<file path="src/rtl/tpu_isa_pkg.sv">
// Shared TPU instruction-interface definitions: the 5-bit instruction word,
// its field positions, activation encodings and the sequencer FSM states.
package tpu_isa_pkg;

    localparam int unsigned INSTR_W   = 5;
    localparam int unsigned IDX_LW    = 4;
    localparam int unsigned IDX_LI    = 3;
    localparam int unsigned IDX_START = 2;
    localparam int unsigned IDX_ACT   = 0;

    typedef enum logic [1:0] {
        ACT_NONE    = 2'b00,
        ACT_RELU    = 2'b01,
        ACT_SIGMOID = 2'b10,
        ACT_TANH    = 2'b11
    } act_t;

    typedef struct packed {
        logic       load_weights;
        logic       load_inputs;
        logic       nn_start;
        logic [1:0] act;
    } instr_t;

    localparam instr_t NOP = '0;

    typedef enum logic [1:0] {
        S_IDLE,
        S_ISSUE,
        S_WAIT_DONE
    } seq_state_t;

    // Word presented while waiting: everything cleared except the activation select.
    function automatic instr_t hold_act(input instr_t w);
        instr_t r;
        r     = NOP;
        r.act = w.act;
        return r;
    endfunction

endpackage

</file>
<file path="src/rtl/instr_fifo.sv">
// Synchronous instruction FIFO with occupancy count and synchronous flush.
// Push is dropped when full and pop when empty; no bypass path.
module instr_fifo #(
    parameter int unsigned DEPTH = 8,
    parameter int unsigned WIDTH = 5
) (
    input  logic                     i_clk,
    input  logic                     i_rst,
    input  logic                     i_flush,
    input  logic                     i_push,
    input  logic                     i_pop,
    input  logic [WIDTH-1:0]         i_din,
    output logic [WIDTH-1:0]         o_dout,
    output logic [$clog2(DEPTH):0]   o_count,
    output logic                     o_full,
    output logic                     o_empty
);

    localparam int unsigned AW = $clog2(DEPTH);
    localparam logic [AW:0] FULL_CNT = (AW+1)'(DEPTH);

    logic [WIDTH-1:0] r_mem [DEPTH];
    logic [AW-1:0]    r_wr_ptr;
    logic [AW-1:0]    r_rd_ptr;
    logic [AW:0]      r_count;
    logic             w_push;
    logic             w_pop;

    assign o_full  = (r_count == FULL_CNT);
    assign o_empty = (r_count == '0);
    assign o_count = r_count;
    assign o_dout  = r_mem[r_rd_ptr];

    assign w_push = i_push && !o_full;
    assign w_pop  = i_pop && !o_empty;

    always_ff @(posedge i_clk) begin
        if (i_rst || i_flush) begin
            r_wr_ptr <= '0;
            r_rd_ptr <= '0;
            r_count  <= '0;
        end else begin
            if (w_push) r_wr_ptr <= r_wr_ptr + 1'b1;
            if (w_pop)  r_rd_ptr <= r_rd_ptr + 1'b1;
            case ({w_push, w_pop})
                2'b10:   r_count <= r_count + 1'b1;
                2'b01:   r_count <= r_count - 1'b1;
                default: r_count <= r_count;
            endcase
        end
    end

    always_ff @(posedge i_clk) begin
        if (w_push && !i_flush && !i_rst) r_mem[r_wr_ptr] <= i_din;
    end

endmodule

</file>
<file path="src/rtl/instruction_sequencer.sv">
// Buffers host TPU instructions and replays them in order to the control unit,
// stalling after each nn_start until nn_done. Optional watchdog: SEQ_TIMEOUT_EN.
module instruction_sequencer #(
    parameter int unsigned DEPTH          = 8,
    parameter int unsigned CNT_W          = 16,
    parameter int unsigned TIMEOUT_CYCLES = 1024
) (
    input  logic                     clk,
    input  logic                     rst,
    input  logic                     in_valid,
    output logic                     in_ready,
    input  logic [4:0]               in_instr,
    input  logic                     run,
    input  logic                     flush,
    input  logic                     nn_done,
    output logic [4:0]               instr_out,
    output logic                     instr_valid,
    output logic                     busy,
    output logic [$clog2(DEPTH):0]   count,
    output logic [CNT_W-1:0]         issue_cnt,
    output logic                     timeout_err
);

    import tpu_isa_pkg::*;

    seq_state_t       r_state;
    seq_state_t       w_next_state;
    instr_t           r_instr_out;
    instr_t           w_next_out;
    instr_t           w_head;
    logic [4:0]       w_head_bits;
    logic             r_instr_valid;
    logic             w_next_valid;
    logic             w_issue;
    logic             w_push;
    logic             w_full;
    logic             w_empty;
    logic             w_timeout_hit;
    logic             w_timeout_err;
    logic [CNT_W-1:0] r_issue_cnt;

    instr_fifo #(
        .DEPTH (DEPTH),
        .WIDTH (INSTR_W)
    ) u_fifo (
        .i_clk   (clk),
        .i_rst   (rst),
        .i_flush (flush),
        .i_push  (w_push),
        .i_pop   (w_issue),
        .i_din   (in_instr),
        .o_dout  (w_head_bits),
        .o_count (count),
        .o_full  (w_full),
        .o_empty (w_empty)
    );

    assign w_head      = instr_t'(w_head_bits);
    assign in_ready    = !w_full && !flush;
    assign w_push      = in_valid && in_ready;
    assign instr_out   = r_instr_out;
    assign instr_valid = r_instr_valid;
    assign issue_cnt   = r_issue_cnt;
    assign timeout_err = w_timeout_err;
    assign busy        = (r_state != S_IDLE) || !w_empty;

    always_comb begin
        w_next_state = r_state;
        w_next_out   = NOP;
        w_next_valid = 1'b0;
        w_issue      = 1'b0;
        case (r_state)
            S_IDLE:      if (run && !w_empty && !w_timeout_err) w_issue = 1'b1;
            S_ISSUE:     if (run && !w_empty) w_issue = 1'b1;
                         else w_next_state = S_IDLE;
            S_WAIT_DONE: if (nn_done || w_timeout_hit) w_next_state = S_IDLE;
                         else w_next_out = hold_act(r_instr_out);
            default:     w_next_state = S_IDLE;
        endcase
        // Issue path shared by IDLE and ISSUE; start words divert to WAIT_DONE.
        if (w_issue) begin
            w_next_out   = w_head;
            w_next_valid = 1'b1;
            w_next_state = w_head.nn_start ? S_WAIT_DONE : S_ISSUE;
        end
    end

    always_ff @(posedge clk) begin
        if (rst) begin
            r_state       <= S_IDLE;
            r_instr_out   <= NOP;
            r_instr_valid <= 1'b0;
            r_issue_cnt   <= '0;
        end else if (flush) begin
            r_state       <= S_IDLE;
            r_instr_out   <= NOP;
            r_instr_valid <= 1'b0;
        end else begin
            r_state       <= w_next_state;
            r_instr_out   <= w_next_out;
            r_instr_valid <= w_next_valid;
            if (w_issue) r_issue_cnt <= r_issue_cnt + 1'b1;
        end
    end

`ifdef SEQ_TIMEOUT_EN
    localparam int unsigned TW = $clog2(TIMEOUT_CYCLES) + 1;
    localparam logic [TW-1:0] LAST_WAIT = TW'(TIMEOUT_CYCLES - 1);

    logic [TW-1:0] r_wait_cnt;
    logic          r_timeout_err;

    assign w_timeout_hit = (r_state == S_WAIT_DONE) && !nn_done && (r_wait_cnt == LAST_WAIT);
    assign w_timeout_err = r_timeout_err;

    always_ff @(posedge clk) begin
        if (rst || flush) begin
            r_wait_cnt    <= '0;
            r_timeout_err <= 1'b0;
        end else begin
            if (r_state == S_WAIT_DONE) r_wait_cnt <= r_wait_cnt + 1'b1;
            else                        r_wait_cnt <= '0;
            if (w_timeout_hit) r_timeout_err <= 1'b1;
        end
    end
`else
    logic w_unused_timeout;
    assign w_unused_timeout = (TIMEOUT_CYCLES == 0);
    assign w_timeout_hit    = 1'b0;
    assign w_timeout_err    = 1'b0;
`endif

endmodule

</file>
<file path="config.mk">
export PLATFORM = sky130hd
export DESIGN_NAME = instruction_sequencer
export DESIGN_NICKNAME = d
export VERILOG_FILES = /design/src/rtl/tpu_isa_pkg.sv /design/src/rtl/instr_fifo.sv /design/src/rtl/instruction_sequencer.sv
export SDC_FILE = /design/constraint.sdc
export NUM_CORES = 1
export LEC_CHECK = 0
export ABC_AREA = 1
export BUFFER_PORTS_ARGS = -buffer_cell sky130_fd_sc_hd__buf_2
export CORE_AREA = 2 2 83 85
export DETAILED_ROUTE_END_ITERATION = 12
export DIE_AREA = 0 0 85 87
export GPL_ROUTABILITY_DRIVEN = 0
export HOLD_SLACK_MARGIN = 0.15
export PLACE_DENSITY = 0.78
export SYNTH_ARGS = -nofsm -noshare
export SYNTH_HDL_FRONTEND = slang
export SYNTH_SLANG_ARGS = --single-unit
</file>
<file path="constraint.sdc">
create_clock -name clk -period 1.7 [get_ports clk]
set_input_delay 0.255 -clock clk [delete_from_list [all_inputs] [get_ports clk]]
set_output_delay 0.255 -clock clk [all_outputs]
set_load 0.01 [all_outputs]
</file>
Yosys cells after proc, flatten, opt, wreduce, memory -nomap -nowiden:

Memories as Yosys holds them, arrays and structs flattened. A register that Yosys moved wholly into a read port is not among the register bits.
Index checks and enable logic that the tools add are counted.

* RAM bits: 40
* memories kept: 1
* register bits: 34
* output and inout bits: 29
* bits of input ports: 11
* word-level logic and storage cells: 62

Memory list
* u_fifo.r_mem: words 8, bits a word 5, rd ports 1, clocked after memory_dff 1, wr ports 1, RTL line instr_fifo.sv:22 `logic [WIDTH-1:0] r_mem [DEPTH];`

* bitwise operators: 1
* reduce and logical (&&, ||, !) cells: 21
* mux-type cells: 16
* add/subtract/negate cells: 5
* eq/ne operators: 8

Operators by type and width (number)
* adder 16 x 1 -> 16 bit, second input constant: 1
* 2-to-1 mux 2 bit: 6
* one-hot mux 4 bit (2 select lines): 1
* logical AND 1 bit: 7
* adder 3 x 1 -> 3 bit, second input constant: 2
* 2-to-1 mux 3 bit: 2
* inequality test 3 x 2 -> 1 bit, second input constant: 2
* one-hot mux 2 bit (3 select lines): 1
* 2-to-1 mux 1 bit: 5
* 2-to-1 mux 5 bit: 1
* adder 4 x 1 -> 4 bit, second input constant: 1
* equality test 2 x 1 -> 1 bit, second input constant: 2
* equality test 2 bit, second input constant: 2
* equality test 4 bit, second input constant: 1
* logical NOT 1 bit: 4
* logical NOT 4 bit: 1
* nonzero test 2 bit: 2
* OR reduction 2 bit: 2
* subtractor 4 x 1 -> 4 bit, second input constant: 1
* AND reduction 3 bit: 1
* logical NOT 2 bit: 1
* logical OR 1 bit: 2
* inequality test 2 x 1 -> 1 bit, second input constant: 1
* AND reduction 2 bit: 1
* NOT 1 bit: 1

Longest topological paths before layout:

Gate-level depths: netlist of run 1.

* word-level depth: 9
* mapped depth: 14
* depth with buffers taken out: 14

Hierarchy:

From an unflattened synthesis of run 1, not the netlist that was laid out.

* cell total of the unflattened synthesis: 395
* area, all modules: 3522.1 sq um

Modules (own cells, without submodules)
* instr_fifo: times used 1, cells an instance 222, area each 2339.7 sq um, sequential area each 1461.4 sq um
* instruction_sequencer: times used 1, cells an instance 173, area each 1182.4 sq um, sequential area each 480.5 sq um

Worst setup path after synthesis of run 1:

Ideal clock, no wire load.

* path type: flip-flop to flip-flop
* start: register u_fifo.r_count[3], in the netlist u_fifo.o_count[3]
* end: register u_fifo.r_count[2], in the netlist u_fifo.o_count[2]
* cell stages (with the launch flop): 14
* buffers on the path: 0
* data arrival time: 1791 ps
* period minus slack after synthesis: 1906 ps
* path slack: -206 ps
* data required time: 1585 ps
* library setup time: 115 ps
* cells stage by stage: dfxtp_1 -> nor2_1 -> nand2_2 -> nand2_1 -> inv_1 -> ha_1 -> nand2_1 -> inv_1 -> nor2_1 -> ha_1 -> a21oi_1 -> xnor2_1 -> o21ai_0 -> inv_1

* longest elaborated chain between the ends: 8
* elaborated cells on any way between the ends: 15
* classes of those cells: eq/ne: 3; mux: 3; reduce/logical: 9

Ends and longest elaborated chain
* start, declared: RTL line instr_fifo.sv:25 `logic [AW:0] r_count;`
* start signal, assigned: RTL line instr_fifo.sv:46 `2'b10: r_count <= r_count + 1'b1;`
* start signal, assigned: RTL line instr_fifo.sv:47 `2'b01: r_count <= r_count - 1'b1;`
* start signal, assigned: RTL line instr_fifo.sv:48 `default: r_count <= r_count;`
* logical NOT 4 bit (*): RTL line instr_fifo.sv:30 `assign o_empty = (r_count == '0);`
* logical NOT 1 bit (*): RTL line instr_fifo.sv:35, instruction_sequencer.sv:73, instruction_sequencer.sv:74
* logical AND 1 bit: RTL line instruction_sequencer.sv:73, instruction_sequencer.sv:74
* 2-to-1 mux 1 bit: RTL line instruction_sequencer.sv:73, instruction_sequencer.sv:74
* 2-to-1 mux 1 bit
* logical AND 1 bit (*): RTL line instr_fifo.sv:35 `assign w_pop = i_pop && !o_empty;`
* net u_fifo.w_pop: RTL line instr_fifo.sv:27 `logic w_pop;`
* equality test 2 x 1 -> 1 bit or equality test 2 bit (tied branches): RTL line instr_fifo.sv:45 `case ({w_push, w_pop})`
* one-hot mux 4 bit (2 select lines) or nonzero test 2 bit (tied branches)

Mark *: on every way through the listed nets, which the timed path passes. The rest lies on a longest branch.
A chain may end at the register's enable or synchronous reset.

Final worst setup path of run 1:

* start: register u_fifo.r_count[1], in the netlist u_fifo.o_count[1]
* end: register u_fifo.r_count[2], in the netlist u_fifo.o_count[2]

Same word-level chain as after synthesis.

==> flow_summary.ini, run 1 <==
[sta]
clock-skew-final_ps = 13.0
min_period_ps = 1760
setup_viol = 1
hold_violations = 0
tns_ps = -62.8
period_share = 1.04
fmax_mhz = 567
worstMarginPinSlew_ps = 505
rsz0062_at_grt = true
relSlewSlack = 0.663
drv_slew = 0
setup_slack_ps = -62.8
timing.hold.ws_ps = 168

[clocking]
cts.clk_slew.worst_paths_ps = 70
cts_tree = yes
cts_buffers = 9
holdBufCountCts = 0
cts_buffer_depth = 2
cts_root_buf = clkbuf_8
h-tree-depth = 3
numClockSinks = 77
clock_latency_ps = 350

[cells_and_area]
diodes = 0
synthToLayoutAreaGrowth_pct = 20.4
fillers = 544
final_core_util = 0.607
fin_nets = 449
multi_input_comb_area_sq_um = 1270
drive_gt1_frac = 0.231
seqCellArea_sq_um = 1950

[floorplanning]
coreArea_sq_um = 6570
die_y_um = 87
die_w_um = 85
dieArea_sq_um = 7400
fp-row-count = 30
start_util = 0.505
ios = 40

[global_route]
grt_max_degree = 21
grt_pass1_vias = 2528
antenna_found_initial = 0
globalRoute.totalOverflow = 0
grtUsageTotal = 0.202
grt_pass1_wl_um = 11600

[run_status]
failed_checks = setup timing
status = complete, but fails checks

[synth]
synth.largest_area_cell = edfxtp_1
synth_edf_count = 40
synth_most_common_cell = nand2_1
synth_seq_area_share = 0.586
yosys-top-cells-area = edfxtp_1 (36%), dfxtp_1 (22%), nand2_1 (9.5%)
synth_nets = 386
synthFlopType = edfxtp_1
syn-cell-area_sq_um = 3310
syn_inst = 369
ys_ff_latch = 77
synth.distinct_cells = 30
avgSynthCellArea_sq_um = 8.98
synth_common_cells = nand2_1 (84), nor2_1 (63), edfxtp_1 (40)
synth_top_area_share = 0.362
synth_warnings = 0
synthArstFlopShare = 0

[routing]
drtIter0Drc = 232
wl_met1_um = 2950
drc = 0
avgViaCountPerCell = 5.16
wl_met3_um = 391
drt.antenna.violating_nets = 0
dr_wl_met2_um = 3450
wl_per_cell_um = 13.4
highest_layer = met4
vias = 2667
routed_wl_um = 6910
drt_pass1_iterations = 5

[critical_path]
critPathBufInv = 2
end_kind = flop
r2r_slack_ps = -60
rr_startpoint = u_fifo.o_count[1]$_SDFFE_PP0P_
crit_arrival_ps = 2000
crit_family = simple AND/OR/NAND/NOR gates
worst_setup_path_start_kind = flop
path_cells = nor2_4 -> nand2_2 -> nand2_2 -> inv_2 -> ha_4 -> nor2_2 -> nor2_4 -> ha_2 -> a21oi_2 -> xnor2_1 -> o21ai_1 -> inv_1
slowest_stage = dfxtp_2
worst_ep_required_time_ps = 1940
r2r-end = u_fifo.o_count[2]$_SDFFE_PP0P_
crit_start = u_fifo.o_count[1]$_SDFFE_PP0P_
ff2ff_path_depth = 12
worstSetupPathType = flop to flop
crit_fanout = 4
crit_path_max_incr_delay_ps = 340

[placed_design]
hpwlAfterDp_um = 4840
place_ws_ps = -53.6
portBuffers = 38

[worst_hold_path]
min_from = rst
whs_path_depth = 2
holdPathEnd = issue_cnt[1]$_SDFFE_PP0P_
hp-class = input port to flop

[run]
cap_violations = 0

[pwr]
vdd_drop_max_uv = 584
power_leakage_nw = 1.67
power_density_nw_per_um2 = 923
p_total_mw = 3.68
## power breakdown
group / internal [mW] / switching (mW)
Combinational: 0.138 / 0.215
Clock: 0.717 / 0.618
Sequential: 1.98 / 0.0198
## worst reg2reg max path, delay by kind of cell (launching register included)
family / cells / cell delay [ps]
AND/OR/NAND/NOR: 5 / 500
adder cells (fa/ha/maj): 2 / 350
flip-flops: 1 / 340
AO/OA/AOI/OAI: 2 / 280
buffers and inverters: 2 / 110
XOR/XNOR: 1 / 80
## logic make-up (layout without fill, tap and decap cells)
logic type | Yosys count | after routing | share of synthesized area
adders and majority gates | 6 | 6 | 0.0226
other | 1 | 1 | 0.00113
buffers and inverters | 39 | 107 | 0.0495
AOI/OAI and AO/OA | 43 | 43 | 0.0698
DFF | 77 | 77 | 0.586
xor gates and xnor gates | 5 | 5 | 0.0132
and+or+nand+nor | 198 | 198 | 0.258
## placed cells by master (no fill, tap or decap), types with 5 or more instances in the layout
master	instances
nand2_1	82
nor2_1	60
edfxtp_1	40
buf_2	38
dfxtp_1	33
nand3_1	31
inv_1	28
buf_4	21
o21ai_0	19
a21oi_1	15
clkbuf_8	10
nor3_1	7
nor2_2	5
## repair_timing
action | CTS | global route
setup endpoints to repair | 1 | 3
endpoints found under the hold margin | 0 | 0
gates resized for setup | 4 | 6
pin swaps | 1 | 8
setup buffers | 0 | 2
## flip-flops by register name, indices dropped and copies added, names as in the netlist, named ones only
name,cells
u_fifo.r_rd_ptr,3
u_fifo.r_wr_ptr,3
instr_out,5
u_fifo.r_mem,40
u_fifo.o_count,4
instr_valid,1
r_state,2
issue_cnt,16
## through the flow
| stage | instance area (sq um) | instances |
|---|---|---|
| 5_1_grt | 3990 | 517 |
| 4_1_cts | 3960 | 515 |
| 3_5_place_dp | 3760 | 499 |
| 2_1_floorplan | 3350 | 369 |
| 3_3_place_gp | 3760 | 499 |
| 6_report | 3990 | 517 |
## metal layers
layer / global-route usage / up-vias
met5: 0 / -
met4: 0.0909 / 0
li1: - / 1336
met1: 0.252 / 1242
met2: 0.345 / 79
met3: 0.0332 / 10
## worst max-delay path by stage
stage | end | slack, ps | depth (start not counted)
after CTS | u_fifo.o_count[2]$_SDFFE_PP0P_ | 0.2 | 13
after floorplan | u_fifo.o_count[2]$_SDFFE_PP0P_ | 8 | 13
final | u_fifo.o_count[2]$_SDFFE_PP0P_ | -60 | 12
after detailed placement | u_fifo.o_count[2]$_SDFFE_PP0P_ | -50 | 14
after global routing | u_fifo.o_count[2]$_SDFFE_PP0P_ | -160 | 12
after global placement | u_fifo.o_count[2]$_SDFFE_PP0P_ | 60 | 14
## cell type report
| type | instances | share of cell area |
|---|---|---|
| clock inverter | 2 | 0.00847 |
| clock buffer | 14 | 0.0383 |
| timing repair buffer | 60 | 0.0922 |
| inverter | 31 | 0.0292 |
| sequential | 77 | 0.488 |
| tap | 80 | 0.0251 |
| multi-input combinational | 253 | 0.319 |
No activity file was read; power rests on OpenSTA's default activity.
==> inputs of run 2 (changes only) <==
- CORE_AREA: 2 2 83 85 -> 2 2 82 84
- CTS_BUF_LIST: default -> sky130_fd_sc_hd__clkbuf_8
- DIE_AREA: 0 0 85 87 -> 0 0 84 86
- PLACE_DENSITY: 0.78 -> 0.8
==> run 2 against run 1 <==
  * The run still ends with setup timing left
  * Via count is 1.6% lower
  * Final area decreased by 0.13%
  * Wire length fell by 2.3%
  * Combinational power is 1% higher
  * Sequential share of layout area up 0.061 points
  * Sequential cell count did not move
  * Clock power decreased by 4%
  * Count of clock-buffer cells in the layout fell by 5
  * First-iteration DRC count up 11%
  * Worst setup slack improved by 58 ps
  * Critical path type unchanged
  * Critical endpoint unchanged
==> flow_summary.ini, run 2 (same netlist as run 1, synthesis figures left out) <==
[critical_path]
crit_fanout = 4
crit_arrival_ps = 1930
worst_setup_path_start_kind = flop
worst_ep_required_time_ps = 1930
worstSetupPathType = flop to flop
end_kind = flop

[cells_and_area]
final_common_cell = nand2_1
final_core_util = 0.635
mostFrequentLayoutCells = nand2_1 (82), nor2_1 (60), edfxtp_1 (40)
seqCellArea_sq_um = 1950
largest_reg_flops = 40
design_area_sq_um = 3990
synthToLayoutAreaGrowth_pct = 20.2
diodes = 0
multi_input_comb_area_sq_um = 1290
drive_gt1_frac = 0.233
fillers = 503
top_register = u_fifo.r_mem
fin_nets = 449

[pwr]
vdd_drop_max_uv = 490
p_int_mw = 2.77
clockPowerShare = 0.352
power_density_nw_per_um2 = 911
switching_share = 0.236
seqPwrFrac = 0.550
p_comb_frac = 0.099
p_total_mw = 3.63
power_leakage_nw = 1.67
p_sw_mw = 0.857

[sta]
drv_slew = 0
timing.hold.ws_ps = 177
relSlewSlack = 0.661
hold_violations = 0
setup_slack_ps = -4.52
setup_viol = 1
rsz0062_at_grt = true
worstMarginPinSlew_ps = 507
min_period_ps = 1700
fmax_mhz = 587
tns_ps = -4.52
clock-skew-final_ps = 11.6
period_share = 1.00

[clocking]
h-tree-depth = 3
clock_latency_ps = 330
cts.clk_slew.worst_paths_ps = 80
numClockSinks = 77
cts_tree = yes
cts_root_buf = clkbuf_8
cts_buffer_depth = 2
cts_buffers = 9

[routing]
drc = 0
wl_per_cell_um = 13.1
avgViaCountPerCell = 5.11
routed_wl_um = 6750
drt_pass1_iterations = 4
drt.antenna.violating_nets = 0
drtIter0Drc = 258
vias = 2624

[global_route]
globalRoute.totalOverflow = 0
grt_pass1_vias = 2461
antenna_found_initial = 0
grt_max_degree = 21
grt_pass1_wl_um = 11400
grtUsageTotal = 0.198

[placed_design]
hpwlAfterDp_um = 4870
placed_area_sq_um = 3750
portBuffers = 38

[run_status]
status = complete, but fails checks
failed_checks = setup timing

[floorplanning]
start_util = 0.528
ios = 40
coreArea_sq_um = 6280
fp-row-count = 29
dieArea_sq_um = 7220
die_w_um = 84
die_y_um = 86

[run]
cap_violations = 0

[worst_hold_path]
hp-class = input port to flop
==> run 2: repair_timing <==
item / CTS / global route
resized for setup: 6 / 6
setup buffers: 0 / 1
hold buffers: 0 / 0
setup endpoints to repair: 1 / 6
pin swaps: 2 / 8
==> run 2: metrics by stage <==
step / setup slack [ps] / instances
after CTS: 2.42 / 513
after floorplan: 8.33 / 369
after detailed placement: -24.5 / 497
after global routing: -90.1 / 514
final: -4.52 / 514
after global placement: 52.8 / 497
==> run 2: power by group through the flow <==
stage | sequential (mW) | combinational [mW] | clock [mW]
finish | 2.00 | 0.358 | 1.28
global route | 2.00 | 0.395 | 1.40
CTS | 2.00 | 0.332 | 1.30
detailed placement | 2.04 | 0.321 | 0
global placement | 2.04 | 0.311 | 0
floorplan | 2.04 | 0.199 | 0
==> run 2: cell type report <==
cell class                 instances  share of cell area
inverter                          31              0.0292
sequential                        77               0.489
multi-input combinational        253               0.323
timing repair buffer              60              0.0892
clock inverter                     7              0.0148
clock buffer                       9              0.0311
tap                               77              0.0242
==> run 2: worst max-delay path, cell delays in order (launching register included) <==
cell and delay (ps):
dfxtp_2 340, nor2_4 160, nand2_2 80, nand2_2 80
inv_2 50, ha_4 170, nand2_2 60, inv_2 50
nor2_4 100, ha_2 180, a21oi_2 40, xnor2_1 120
o21ai_1 130, inv_1 50
==> run 2: layer usage <==
| layer | vias to the layer above | share of wire | GRT usage |
|---|---|---|---|
| met2 | 52 | 0.50 | 0.338 |
| met1 | 1223 | 0.45 | 0.254 |
| li1 | 1347 | - | - |
| met3 | 2 | 0.039 | 0.0404 |
| met5 | - | 0 | 0 |
| met4 | 0 | 0.0044 | 0.0689 |
==> run 2: final timing paths <==
path | startpoint | slack (ps) | cells after the start | end
max | u_fifo.o_count[1]$_SDFFE_PP0P_ | -5 | 13 | u_fifo.o_count[2]$_SDFFE_PP0P_
min | rst | 180 | 2 | issue_cnt[1]$_SDFFE_PP0P_
max reg2reg | u_fifo.o_count[1]$_SDFFE_PP0P_ | -5 | 13 | u_fifo.o_count[2]$_SDFFE_PP0P_
min reg2reg | instr_out[0]$_SDFFE_PP0P_ | 460 | 2 | instr_out[0]$_SDFFE_PP0P_
